--- config.mk ---
export PLATFORM = sky130hd
export DESIGN_NAME = memctl
export DESIGN_NICKNAME = d
export VERILOG_FILES = /design/src/rtl/memctl.sv
export SDC_FILE = /design/constraint.sdc
export NUM_CORES = 1
export LEC_CHECK = 0
export CAP_MARGIN = 20
export CORE_ASPECT_RATIO = 0.6
export CORE_UTILIZATION = 47
export DETAILED_ROUTE_END_ITERATION = 10
export PLACE_DENSITY = 0.84
export RECOVER_POWER = 25
export SLEW_MARGIN = 10
export SYNTH_ARGS = -nofsm -noshare
export SYNTH_HDL_FRONTEND = slang
export SYNTH_SLANG_ARGS = --single-unit
--- constraint.sdc ---
create_clock -name CLOCK -period 4.3 [get_ports CLOCK]
set_input_delay 1.29 -clock CLOCK [delete_from_list [all_inputs] [get_ports CLOCK]]
set_output_delay 1.29 -clock CLOCK [all_outputs]
set_load 0.05 [all_outputs]
--- src/rtl/memctl.sv ---
`default_nettype none
// ============================================================================
//  Module      : memctl
//  Description : Memory-side responder that turns CPU byte/word requests into
//                timed strobe cycles on an external 8-bit asynchronous SRAM.
//                Words are little-endian and take two byte phases (LO, HI).
//  Revision    : 1.0  initial release
// ============================================================================
module memctl #(
  parameter int WAIT_CYCLES = 2
) (
  input  logic        CLOCK,
  input  logic        RESET,
  input  logic        MEM_READ,
  input  logic        MEM_WRITE,
  input  logic        MEM_WORD,
  input  logic [15:0] ADDR,
  input  logic [15:0] WDATA,
  output logic [15:0] RDATA,
  output logic        DONE,
  output logic        BUSY,
  output logic        ALIGN_ERR,
  output logic [15:0] SR_A,
  output logic [7:0]  SR_DQ_O,
  input  logic [7:0]  SR_DQ_I,
  output logic        SR_DQ_OE,
  output logic        SR_CE_N,
  output logic        SR_OE_N,
  output logic        SR_WE_N
);

  // Last value of the wait counter inside one strobe (strobe = WAIT_CYCLES+1 cycles)
  localparam logic [3:0] c_wait_last = 4'(WAIT_CYCLES);

  typedef enum logic [1:0] {
    ST_IDLE    = 2'd0,
    ST_STROBE  = 2'd1,
    ST_RECOVER = 2'd2
  } state_t;

  state_t      r_state;
  state_t      w_state_nxt;
  logic        r_phase;        // 0 = LO byte (even address), 1 = HI byte
  logic        w_phase_nxt;
  logic [3:0]  r_wait_cnt;
  logic        r_is_write;
  logic        r_is_word;
  logic [15:0] r_addr;
  logic [15:0] r_wdata;
  logic [15:0] r_rdata;
  logic        r_done;
  logic        r_align_err;
  logic        w_done_nxt;
  logic        w_phase_end;
  logic        w_accept;
  logic        w_strobe_last;

  // BUSY is exactly "not idle", so acceptance only happens while BUSY=0
  assign w_accept      = (r_state == ST_IDLE) && (MEM_READ || MEM_WRITE);
  assign w_strobe_last = (r_state == ST_STROBE) && (r_wait_cnt == c_wait_last);

  // Next-state logic: sequencing through strobe, recovery and byte phases
  always_comb begin
    w_state_nxt = r_state;
    w_phase_nxt = r_phase;
    w_done_nxt  = 1'b0;
    w_phase_end = 1'b0;
    case (r_state)
      ST_IDLE: begin
        if (w_accept) begin
          w_state_nxt = ST_STROBE;
          w_phase_nxt = 1'b0;
        end
      end
      ST_STROBE: begin
        if (w_strobe_last) begin
          if (r_is_write) begin
            w_state_nxt = ST_RECOVER;
          end else begin
            w_phase_end = 1'b1;
          end
        end
      end
      ST_RECOVER: begin
        w_phase_end = 1'b1;
      end
      default: begin
        w_state_nxt = ST_IDLE;
      end
    endcase
    if (w_phase_end) begin
      if (r_is_word && !r_phase) begin
        w_state_nxt = ST_STROBE;
        w_phase_nxt = 1'b1;
      end else begin
        w_state_nxt = ST_IDLE;
        w_phase_nxt = 1'b0;
        w_done_nxt  = 1'b1;
      end
    end
  end

  // State, request latches, wait counter, pulses and read-data capture
  always_ff @(posedge CLOCK) begin
    if (RESET) begin
      r_state     <= ST_IDLE;
      r_phase     <= 1'b0;
      r_wait_cnt  <= 4'd0;
      r_is_write  <= 1'b0;
      r_is_word   <= 1'b0;
      r_addr      <= 16'h0000;
      r_wdata     <= 16'h0000;
      r_rdata     <= 16'h0000;
      r_done      <= 1'b0;
      r_align_err <= 1'b0;
    end else begin
      r_state     <= w_state_nxt;
      r_phase     <= w_phase_nxt;
      r_done      <= w_done_nxt;
      r_align_err <= w_accept && MEM_WORD && ADDR[0];

      if ((r_state == ST_STROBE) && !w_strobe_last) begin
        r_wait_cnt <= r_wait_cnt + 4'd1;
      end else begin
        r_wait_cnt <= 4'd0;
      end

      if (w_accept) begin
        // Word accesses are forced even, so the HI byte never wraps past 0xFFFF
        r_addr     <= MEM_WORD ? {ADDR[15:1], 1'b0} : ADDR;
        r_wdata    <= WDATA;
        r_is_write <= MEM_WRITE;
        r_is_word  <= MEM_WORD;
      end

      if (w_strobe_last && !r_is_write) begin
        if (!r_is_word) begin
          r_rdata <= {8'h00, SR_DQ_I};
        end else if (!r_phase) begin
          r_rdata[7:0] <= SR_DQ_I;
        end else begin
          r_rdata[15:8] <= SR_DQ_I;
        end
      end
    end
  end

  assign BUSY      = (r_state != ST_IDLE);
  assign DONE      = r_done;
  assign ALIGN_ERR = r_align_err;
  assign RDATA     = r_rdata;

  // HI phase sets bit 0 of the (already even) word address
  assign SR_A    = {r_addr[15:1], r_addr[0] | r_phase};
  assign SR_DQ_O = r_phase ? r_wdata[15:8] : r_wdata[7:0];

  // Strobes: OE only in read strobes, WE only in write strobes, so they never overlap;
  // the data driver is enabled only for writes, keeping it off whenever OE is low.
  assign SR_CE_N  = (r_state == ST_IDLE);
  assign SR_OE_N  = !((r_state == ST_STROBE) && !r_is_write);
  assign SR_WE_N  = !((r_state == ST_STROBE) && r_is_write);
  assign SR_DQ_OE = (r_state != ST_IDLE) && r_is_write;

endmodule
`default_nettype wire

==> flow_summary.ini <==
[synth]
syn_avg_cell_area_sq_um = 8.41
synth_area_leaders = dfxtp_1 (48%), nand2_1 (12%), a21oi_1 (8.8%)
synth_cell_type_count = 38
yosysMostFrequentCell = nand2_1
synth-seq-cells = 59
synthArstFlopShare_pct = 0
ys.flop_type = dfxtp_1
syn_inst = 291
ys_warn_count = 0
synth_top_area_share_pct = 48.3
synth_commonest_cells = nand2_1 (78), dfxtp_1 (59), a21oi_1 (43), nor2_1 (16), buf_4 (15)
syn-num-nets = 341
synth-seq-area-share_pct = 48.3
synth_area_leader_cell = dfxtp_1
syn_area_sq_um = 2450
synth_edf_count = 0

[min_path]
hp-class = reg2reg
worstHoldStart = r_wdata[6]

[power]
ir_worst_vdd_mv = 0.487
power.total_mw = 1.96
p_per_area_nw_per_um2 = 567
p_leak_nw = 1.31

[run]
maxCapViolCount = 1

[floorplan]
chipHeight_um = 57.9
coreArea_sq_um = 4780
die_w_um = 95.1
rows = 19
die_area_sq_um = 5510
initial_utilization_pct = 51.2
pin_count = 92

[setup_path]
cp_max_fo = 23
critPathKind = in2reg
crit_start = MEM_WRITE
critPathRequiredTime_ns = 4.54
cp-end-kind = register
rr_startpoint = r_state[0]
cp.arrival_ns = 3.83
startpoint_type = input pin

[clock_network]
clk_root_buffer_cell = clkbuf_8
path_clk_slew_ns = 0.06
clkSinkCount = 59
cts_tree = done
cts_resized = 0
post_cts_buffers = 0
cts_buffers = 9
cts_hold_buf = 0
cts_max_level = 3
cts_max_path_buffers = 2
worstSkewPairLatency_ns = 0.33

[layout]
n_antenna_cell = 0
area_delta_synth_final_pct = 41.2
drive_gt1_share_pct = 8.67
nNetsFinal = 414

[place]
port-buffer-count = 91
gp_congestion = 0.754
hpwlAfterDp_um = 4070

[sta]
fin_tns_setup_ns = 0
fin_skew_ns = 0.00604
rsz0062_at_grt = no
slew_headroom_pct = -10.5
tightest_slew_ns = 1.64
clock.fmax_mhz = 279
setup_viol = 0
maxSlewViolCount = 16
layout_min_cycle_time_ns = 3.58
fin_crit_sh_pct = 83.3
hold_violations = 0

[routing]
drt-total-wl_um = 5640
ant_nets = 0
vias = 2165
initialDrtViolationCount = 51
wl_per_cell_um = 13.0
first_pass_iters = 4
drc_errors = 0
vias_per_cell = 5.01

[grt]
grt_pass1_wl_um = 8960
overflow = 0
grt_max_degree = 33
antenna_found_initial = 0
first_global_vias = 1980
track_usage_pct = 21.6

[outcome]
violations = capacitance limit, slew limit
status = finished with violations
==> area by class of cell <==
| type | count | area [sq um] |
|---|---|---|
| flip-flops and latches | 59 | 1180 |
| multi-input cells | 195 | 1050 |
| well taps | 63 | 78.8 |
| clock buffers | 11 | 141 |
| inverters | 5 | 18.8 |
| fillers | 409 | 1320 |
| repair buffers | 94 | 927 |
| clock inverters | 5 | 52.6 |
==> state kept, by name, indices dropped and copies added, names as in the netlist <==
name,count
DONE,1
r_phase,1
r_is_write,1
r_addr,16
r_wdata,16
ALIGN_ERR,1
r_state,2
r_wait_cnt,4
RDATA,16
r_is_word,1
==> worst max-delay path, cell delays in order <==
cell	delay, ns
dlygate4sd3_1	0.58
o21ai_0	1.27
buf_4	0.45
nand2_1	0.08
a21oi_1	0.15
==> metrics by stage <==
| step | hold WS, ns | setup slack [ns] | std cells | area (sq um) | utilization [%] |
|---|---|---|---|---|---|
| after floorplan | 0.430 | 1.43 | 291 | 2450 | - |
| after global placement | 0.441 | 1.30 | 416 | 3270 | 68.3 |
| after CTS | 0.455 | 0.886 | 432 | 3460 | 72.4 |
| after detailed placement | 0.446 | 1.25 | 416 | 3270 | 68.3 |
| final | 0.452 | 0.717 | 432 | 3450 | 72.3 |
| after global routing | 0.471 | 0.517 | 432 | 3450 | 72.3 |
==> worst paths after layout <==
kind / end / slack, ns / cells past startpoint
worst max register to register: r_phase / 2.17 / 6
worst max-delay path: r_addr[9] / 0.72 / 5
worst min-delay path: r_wdata[6] / 0.45 / 2
worst min register to register: r_wdata[6] / 0.45 / 2
==> report_power, final <==
group / internal [mW] / leakage (nW) / switching, mW
combinational: 0.276 / 0.732 / 0.522
sequential: 0.629 / 0.482 / 0.0447
clock: 0.280 / 0.0991 / 0.208
==> cell families (layout without fill, tap and decap cells) <==
group / count (synthesis) / after routing / synth area share [%]
adder cells (fa/ha/maj): 5 / 5 / 2.56
multiplexers: 9 / 9 / 4.14
AO/OA/AOI/OAI: 61 / 61 / 14.5
AND/OR/NAND/NOR: 118 / 118 / 21.1
buffers and inverters: 37 / 115 / 8.70
XOR/XNOR: 2 / 2 / 0.716
flip-flops: 59 / 59 / 48.3
==> placed cells by master (no fill, tap or decap), types with 3 or more instances in the layout <==
| master | Yosys | routed |
|---|---|---|
| a21oi_1 | 43 | 43 |
| a22oi_1 | 8 | 8 |
| buf_4 | 15 | 3 |
| clkbuf_8 | 0 | 10 |
| clkdlybuf4s50_1 | 0 | 89 |
| clkinv_2 | 0 | 3 |
| dfxtp_1 | 59 | 59 |
| ha_1 | 5 | 5 |
| inv_1 | 5 | 5 |
| mux2_2 | 8 | 8 |
| nand2_1 | 78 | 78 |
| nand3_1 | 9 | 9 |
| nor2_1 | 16 | 15 |
==> per-layer routing <==
metal | global-route usage (%) | share of wire, % | up-vias
met1 | 28.4 | 48 | 1000
met5 | 0 | 0 | -
met4 | 8.01 | 1.1 | 0
met3 | 7.09 | 7.0 | 7
li1 | - | - | 1093
met2 | 33.3 | 44 | 65
Power figures use the tool's default switching activity.
